--- src/rtl/debug_frame_streamer.sv ---
// Debug frame streamer: snapshots a bus of channels and sends the enabled ones to a UART TX
// as one frame: a header byte, the payload bytes, then an optional XOR checksum byte.
module debug_frame_streamer #(
  parameter int                  WORD_BITS   = 32,
  parameter int                  NUM_WORDS   = 20,
  parameter int                  SIZE_TRAMA  = 8,
  parameter bit                  LSB_FIRST   = 1'b1,
  parameter logic [SIZE_TRAMA-1:0] HEADER_BYTE = 8'hA5,
  parameter bit                  CHECKSUM_EN = 1'b1
) (
  input  logic                            i_clk,
  input  logic                            i_reset,
  input  logic                            i_start,
  input  logic [NUM_WORDS*WORD_BITS-1:0]  i_words,
  input  logic [NUM_WORDS-1:0]            i_word_mask,
  input  logic                            i_tx_done,
  output logic                            o_tx_start,
  output logic [SIZE_TRAMA-1:0]           o_tx_data,
  output logic                            o_busy,
  output logic                            o_done,
  output logic [15:0]                     o_frame_bytes
);

  localparam int BYTES = WORD_BITS / SIZE_TRAMA;
  localparam int CW    = (NUM_WORDS > 1) ? $clog2(NUM_WORDS) : 1;
  localparam int BW    = (BYTES > 1) ? $clog2(BYTES) : 1;

  typedef enum logic [1:0] {S_IDLE, S_LOAD, S_WAIT, S_FIN} state_e;
  typedef enum logic [1:0] {P_HDR, P_PAY, P_SUM} phase_e;

  state_e                         state_q, state_d;
  phase_e                         phase_q, phase_d;
  logic [NUM_WORDS*WORD_BITS-1:0] words_q, words_d;
  logic [NUM_WORDS-1:0]           mask_q, mask_d;
  logic [CW-1:0]                  chan_q, chan_d;
  logic [BW-1:0]                  byte_q, byte_d;
  logic [SIZE_TRAMA-1:0]          data_q, data_d;
  logic [SIZE_TRAMA-1:0]          sum_q, sum_d;
  logic [15:0]                    count_q, count_d;
  logic [15:0]                    frame_q, frame_d;

  logic [CW:0]   search_from;
  logic          hit;
  logic [CW-1:0] hit_idx;
  logic          last_byte;

  function automatic logic [SIZE_TRAMA-1:0] pick(input logic [NUM_WORDS*WORD_BITS-1:0] w,
                                                 input logic [CW-1:0] ch,
                                                 input logic [BW-1:0] bi);
    int pos;
    pos = LSB_FIRST ? int'(bi) : BYTES - 1 - int'(bi);
    return w[int'(ch)*WORD_BITS + pos*SIZE_TRAMA +: SIZE_TRAMA];
  endfunction

  // Lowest enabled channel at or above search_from; disabled channels cost no cycles.
  always_comb begin
    search_from = (phase_q == P_HDR) ? '0 : {1'b0, chan_q} + 1'b1;
    hit         = 1'b0;
    hit_idx     = '0;
    for (int k = NUM_WORDS - 1; k >= 0; k--) begin
      if (mask_q[k] && (k >= int'(search_from))) begin
        hit     = 1'b1;
        hit_idx = CW'(k);
      end
    end
  end

  assign last_byte = (byte_q == BW'(BYTES - 1));

  always_comb begin
    // NOTE: every next-state signal defaults to its register so no path leaves one unassigned (no latches).
    state_d = state_q;
    phase_d = phase_q;
    words_d = words_q;
    mask_d  = mask_q;
    chan_d  = chan_q;
    byte_d  = byte_q;
    data_d  = data_q;
    sum_d   = sum_q;
    count_d = count_q;
    frame_d = frame_q;
    case (state_q)
      S_IDLE: begin
        if (i_start) begin
          words_d = i_words;
          mask_d  = i_word_mask;
          sum_d   = '0;
          count_d = '0;
          chan_d  = '0;
          byte_d  = '0;
          phase_d = P_HDR;
          data_d  = HEADER_BYTE;
          state_d = S_LOAD;
        end
      end
      S_LOAD: begin
        if (count_q != 16'hFFFF) count_d = count_q + 16'd1;
        state_d = S_WAIT;
      end
      S_WAIT: begin
        if (i_tx_done) begin
          state_d = S_LOAD;
          if (phase_q == P_PAY && !last_byte) begin
            byte_d = byte_q + 1'b1;
            data_d = pick(words_q, chan_q, byte_q + 1'b1);
            sum_d  = sum_q ^ data_d;
          end else if (phase_q != P_SUM && hit) begin
            phase_d = P_PAY;
            chan_d  = hit_idx;
            byte_d  = '0;
            data_d  = pick(words_q, hit_idx, '0);
            sum_d   = sum_q ^ data_d;
          end else if (phase_q != P_SUM && CHECKSUM_EN) begin
            phase_d = P_SUM;
            data_d  = sum_q;
          end else begin
            state_d = S_FIN;
            frame_d = count_q;
          end
        end
      end
      S_FIN:   state_d = S_IDLE;
      default: state_d = S_IDLE;
    endcase
  end

  always_ff @(posedge i_clk) begin
    if (i_reset) begin
      state_q <= S_IDLE;
      phase_q <= P_HDR;
      chan_q  <= '0;
      byte_q  <= '0;
      data_q  <= '0;
      sum_q   <= '0;
      count_q <= '0;
      frame_q <= '0;
    end else begin
      state_q <= state_d;
      phase_q <= phase_d;
      chan_q  <= chan_d;
      byte_q  <= byte_d;
      data_q  <= data_d;
      sum_q   <= sum_d;
      count_q <= count_d;
      frame_q <= frame_d;
    end
  end

  // NOTE: the snapshot has no reset; it is always reloaded on i_start before any byte is read from it.
  always_ff @(posedge i_clk) begin
    words_q <= words_d;
    mask_q  <= mask_d;
  end

  assign o_tx_start    = (state_q == S_LOAD);
  assign o_busy        = (state_q == S_LOAD) || (state_q == S_WAIT);
  assign o_done        = (state_q == S_FIN);
  assign o_tx_data     = data_q;
  assign o_frame_bytes = frame_q;

endmodule

--- config.mk ---
export PLATFORM = sky130hd
export DESIGN_NAME = debug_frame_streamer
export DESIGN_NICKNAME = d
export VERILOG_FILES = /design/src/rtl/debug_frame_streamer.sv
export SDC_FILE = /design/constraint.sdc
export NUM_CORES = 1
export LEC_CHECK = 0
export CAP_MARGIN = 20
export CORE_ASPECT_RATIO = 0.5
export CORE_MARGIN = 2
export CORE_UTILIZATION = 51
export CTS_CLUSTER_SIZE = 28
export DETAILED_ROUTE_END_ITERATION = 7
export GPL_ROUTABILITY_DRIVEN = 0
export PLACE_DENSITY = 0.85
export REMOVE_ABC_BUFFERS = 1
export SLEW_MARGIN = 20
export SYNTH_ARGS = -nofsm -noshare
export SYNTH_HDL_FRONTEND = slang
export SYNTH_SLANG_ARGS = --single-unit
export TNS_END_PERCENT = 100
--- constraint.sdc ---
create_clock -name i_clk -period 20.5 [get_ports i_clk]
set_input_delay 5.125 -clock i_clk [delete_from_list [all_inputs] [get_ports i_clk]]
set_output_delay 5.125 -clock i_clk [all_outputs]
set_load 0.005 [all_outputs]
======== Yosys cells after proc, flatten, opt, wreduce, memory -nomap -nowiden ========
Index checks and enable logic that the tools add are counted.
operators by class
  $add $sub $neg .......................... 4
  order comparisons ....................... 20
  equality and inequality tests ........... 15
  shifts and indexed selects .............. 2
  muxes and demuxes ....................... 76
  bitwise gates (word level) .............. 5
  reduce and logical (&&, ||, !) cells .... 36
operators with widths
  operator                                                           count
  indexed part select 640 x 11 -> 8 bit                              1
  indexed part select 640 x 12 -> 8 bit                              1
  2-to-1 mux 5 bit                                                   24
  2-to-1 mux 8 bit                                                   9
  greater-or-equal comparator 4 x 6 -> 1 bit (first input constant)  8
  2-to-1 mux 16 bit                                                  2
  case mux 16 bit (2 select lines)                                   1
  case mux 8 bit (2 select lines)                                    2
  2-to-1 mux 2 bit                                                   13
  greater-or-equal comparator 3 x 6 -> 1 bit (first input constant)  4
  greater-or-equal comparator 5 x 6 -> 1 bit (first input constant)  4
  logical AND 1 bit                                                  22
  2-to-1 mux 1 bit                                                   20
  adder 16 x 1 -> 16 bit (second input constant)                     1
  != test 16 bit (second input constant)                             1
  bitwise XOR 8 bit                                                  2
  AND reduction 5 bit                                                3
  greater-or-equal comparator 1 x 6 -> 1 bit (first input constant)  2
  greater-or-equal comparator 2 x 6 -> 1 bit (first input constant)  2
  adder 10 x 5 -> 11 bit                                             1
  != test 2 bit (second input constant)                              5
  case mux 5 bit (2 select lines)                                    1
  case mux 2 bit (2 select lines)                                    2
  case mux 2 bit (4 select lines)                                    1
  16 further kinds                                                   26
word-level totals
  bits in registers ....................... 719
  word-level logic and storage cells ...... 168

======== Logic depth before layout (Yosys ltp) ========
  depth in word-level cells ............... 30
  depth in mapped cells ................... 18
  gate-level depth less buffers ........... 13

======== Worst setup path before layout ========
OpenSTA, ideal clock, no wires.
  kind .................................... input to register
  from .................................... input i_start
  to ...................................... register mask_q[0] (enable)
  data arrival time ....................... 17.941 ns
  required time ........................... 19.494 ns
  path slack .............................. 1.554 ns
  stages .................................. 2
  cells stage by stage .................... nand2_1 inv_1
on the way
  word-level cells in the longest chain between the ends .. 1
RTL lines
  item                                  RTL line  text
  start: declaration                    13        input logic i_start,
  AND reduction 2 bit (no source line)  n/a
  end signal: assignment                152       mask_q <= mask_d;
  end: declaration                      34        logic [NUM_WORDS-1:0] mask_q, mask_d;
No other way between the ends.
A chain may end at the register's enable or synchronous reset.

======== Final worst setup path ========
  from .................................... input i_start
  to ...................................... register words_q[152] (enable)
on the way
  word-level cells in the longest chain between the ends .. 1
RTL lines
  item                                  RTL line  text
  AND reduction 2 bit (no source line)  n/a
  end signal: assignment                151       words_q <= words_d;
  end: declaration                      33        logic [NUM_WORDS*WORD_BITS-1:0] words_q, words_d;
No other way between the ends.

==> flow_metrics.env <==
export IMPL_fin_crit_ns=8.23
export IMPL_final_nets=3005
export IMPL_synth_mux_area_frac=0.173
export IMPL_core_um2=59000
export IMPL_finalSetupTns_ns=0
export IMPL_cellPowerDensity_nw_per_um2=92.4
export IMPL_critical_path_slowest_cell="buf_4"
export IMPL_synth_edf_count=660
export IMPL_grt_max_degree=187
export IMPL_tightest_slew_ns=1.17
export IMPL_syn_inst=1653
export IMPL_drive_gt1_frac=0.157
export IMPL_clock_latency_ns=0.62
export IMPL_cts_resized=0
export IMPL_dr_total_vias=20000
export IMPL_gr_total_overflow=0
export IMPL_dieHeight_um=176
export IMPL_antenna_found_initial=36
export IMPL_utilization=0.679
export IMPL_crit_start="i_start"
export IMPL_rows=63
export IMPL_die_area_um2=61500
export IMPL_drc=0
export IMPL_die_x_um=349
export IMPL_tritoncts="yes"
export IMPL_detail_route_antenna_nets=0
export IMPL_grt_pass1_wl_um=135000
export IMPL_fillCellCount=3776
export IMPL_wirelength_um=97500
export IMPL_r2r_cells=13
export IMPL_post_cts_setup_buffer_count=0
export IMPL_htreeDepth=2
export IMPL_drt_first_pass_iters=6
export IMPL_regArea_um2=21000
export IMPL_ys_async_sr_fraction=0
export IMPL_cts_root_buf="clkbuf_16"
export IMPL_seq_area_frac_synth=0.693
export IMPL_post_drt_wl_per_cell_um=30.5
export IMPL_hold_depth=2
export IMPL_drv_cap=0
export IMPL_worstReg2RegStart="chan_q[0]$_SDFFE_PP0P_"
export IMPL_fmax_mhz=122
export IMPL_hold_violations=0
export IMPL_syn_area_um2=30300
export IMPL_vias_per_cell=6.25
export IMPL_dp_final_hpwl_um=70900
export IMPL_path_class="input port to flop"
export IMPL_endpoint_kind="flop"
export IMPL_synth_area_top_cells="edfxtp_1 65%, mux4_2 16%, dfxtp_1 3.9%"
export IMPL_max_stage_delay_ns=0.86
export IMPL_grt_util_all_layers=0.310
export IMPL_clk_pin_slew_worst_paths_ns=0.07
export IMPL_cp_arrival_ns=8.47
export IMPL_holdCritPathClass="flop to flop"
export IMPL_skew_ns=0.0212
export IMPL_syn_to_final_growth_pct=32.1
export IMPL_io_buffers=690
export IMPL_status="finished clean"
export IMPL_hold_start="o_tx_data[4]$_SDFFE_PP0P_"
export IMPL_p_total_mw=3.70
export IMPL_initial_core_util=0.514
export IMPL_relSlewSlack=0.215
export IMPL_cp_cell_sequence="clkdlybuf4s50_1, nand2_1, inv_8, buf_12, buf_4"
export IMPL_synth_top_family_by_area="multiplexers"
export IMPL_numCtsBuffers=60
export IMPL_synth_compound_area_share=0.0640
export IMPL_leakagePower_nw=12.9
export IMPL_yosysWarnings=0
export IMPL_synth_fa_ha_area_frac=0.00330
export IMPL_synth_distinct_cells=92
export IMPL_ys_ff_latch=719
export IMPL_cts_sinks=719
export IMPL_synth_simple_gate_area_frac=0.0452
export IMPL_drtIter0Drc=2745
export IMPL_avgSynthCellArea_um2=18.3
export IMPL_period_share=0.401
export IMPL_cp_start_kind="input port"
export IMPL_grt_pass1_vias=20200
export IMPL_netlist_area_leader_share=0.654
export IMPL_synth_area_leader_cell="edfxtp_1"
export IMPL_cp_required_ns=20.74
export IMPL_synth_xor_xnor_area_share=0.00429
export IMPL_rsz0062_at_grt="false"
export IMPL_setup_viol=0
export IMPL_multiInputGateArea_um2=8800
export IMPL_irDropWorstVdd_mv=0.0601
export IMPL_io_pins=691
export IMPL_drv_slew=0
export IMPL_cts_path_max_buffers=3
export IMPL_ctsHoldBuffers=0
export IMPL_synthFlopType="edfxtp_1"
export IMPL_worstPathMaxFanout=186
-- power breakdown --
part	switching [mW]	total (mW)	internal (mW)
sequential	0.0858	1.92	1.83
combinational	0.321	0.589	0.268
clock	0.535	1.19	0.658
total	0.942	3.70	2.76
-- cells in the mapped netlist, types with 6 or more instances --
| cell type | number |
|---|---|
| a211oi_1 | 23 |
| nand2_1 | 91 |
| a21oi_1 | 46 |
| a31oi_1 | 16 |
| o22ai_1 | 12 |
| a22oi_1 | 6 |
| o21a_1 | 10 |
| nand4_1 | 9 |
| nor3_1 | 12 |
| xnor2_1 | 7 |
| o21ai_0 | 30 |
| mux4_2 | 213 |
| and3_1 | 12 |
| a21boi_0 | 19 |
| dfxtp_1 | 59 |
| buf_2 | 29 |
| or4_1 | 6 |
| nor2b_1 | 7 |
| buf_1 | 12 |
| xor2_1 | 6 |
| inv_1 | 19 |
| ha_1 | 8 |
| mux2i_1 | 33 |
| clkbuf_1 | 39 |
| buf_6 | 8 |
| nand2b_1 | 6 |
| or2_2 | 9 |
| or3_1 | 16 |
| edfxtp_1 | 660 |
| nand3_1 | 31 |
| nor2_1 | 66 |
| mux2_2 | 7 |
| a21o_1 | 6 |
| o21ai_1 | 9 |
-- critical path: cells and delay by family --
kind                   cells  cell delay, ns
buffers and inverters      4            2.81
AND/OR/NAND/NOR            1            0.20
-- sequential cells by signal, indices dropped and copies added, names as in the netlist, 5 cells and up --
register and count:
chan_q 5, count_q 16, mask_q 20, o_frame_bytes 16
o_tx_data 8, sum_q 8, words_q 640
-- stage by stage --
stage / cell area, um^2 / hold WS [ns] / setup WS [ns] / instances
global route: 40000 / 0.472 / 12.07 / 3196
CTS: 39900 / 0.454 / 12.23 / 3162
finish: 40000 / 0.453 / 12.27 / 3196
global placement: 38000 / 0.445 / 11.67 / 3051
detailed placement: 38000 / 0.445 / 11.57 / 3051
floorplan: 29800 / 0.430 / 1.55 / 1561
-- logic make-up (layout without fill, tap and decap cells) --
group	Yosys count	in the layout
muxes	254	254
AOI/OAI and AO/OA	261	261
other	0	34
DFF	719	719
buffers and inverters	113	842
and+or+nand+nor	284	284
adders and majority gates	8	8
xor gates and xnor gates	14	14
-- per-layer routing --
metal | up-vias | global-route usage | routed length, um
met5 | - | 0 | 0
met4 | 0 | 0.129 | 4150
met3 | 258 | 0.0544 | 8130
met2 | 1287 | 0.540 | 51000
met1 | 10200 | 0.387 | 34200
li1 | 8250 | - | -
-- final timing paths --
path,endpoint,slack (ns)
worst max-delay path,words_q[152]$_DFFE_PP_,12.27
worst min-delay path,o_tx_data[4]$_SDFFE_PP0P_,0.45
worst min register to register,o_tx_data[4]$_SDFFE_PP0P_,0.45
worst max register to register,sum_q[0]$_SDFFE_PP0P_,14.35
-- placed cells by master (no fill, tap or decap), drive strengths merged, types with 7 or more instances in the layout --
cell type	Yosys	layout
or2	12	12
bufinv	0	9
ha	8	8
and3	12	12
nand2	92	92
xnor2	8	8
a21boi	19	19
clkbuf	39	70
a211oi	24	24
o21ai	42	42
inv	20	21
diode	0	34
clkinv	1	28
clkdlybuf4s50	0	690
buf	53	20
o21a	10	10
mux2i	33	33
o311ai	10	10
nand3	31	31
or3	16	16
nor2	67	67
nand4	9	9
a21oi	47	47
mux4	214	214
edfxtp	660	660
o22ai	12	12
nor3	12	12
dfxtp	59	59
mux2	7	7
a31oi	16	16
nor2b	7	7
o31ai	7	7
-- final cells by class --
type | count | area share
clock inverter | 41 | 0.0109
sequential | 719 | 0.525
inverter | 21 | 0.00216
timing repair buffer | 710 | 0.177
antenna | 34 | 0.00212
multi-input combinational | 821 | 0.220
tap | 780 | 0.0244
clock buffer | 70 | 0.0390
(Power assumes the default switching activity.)
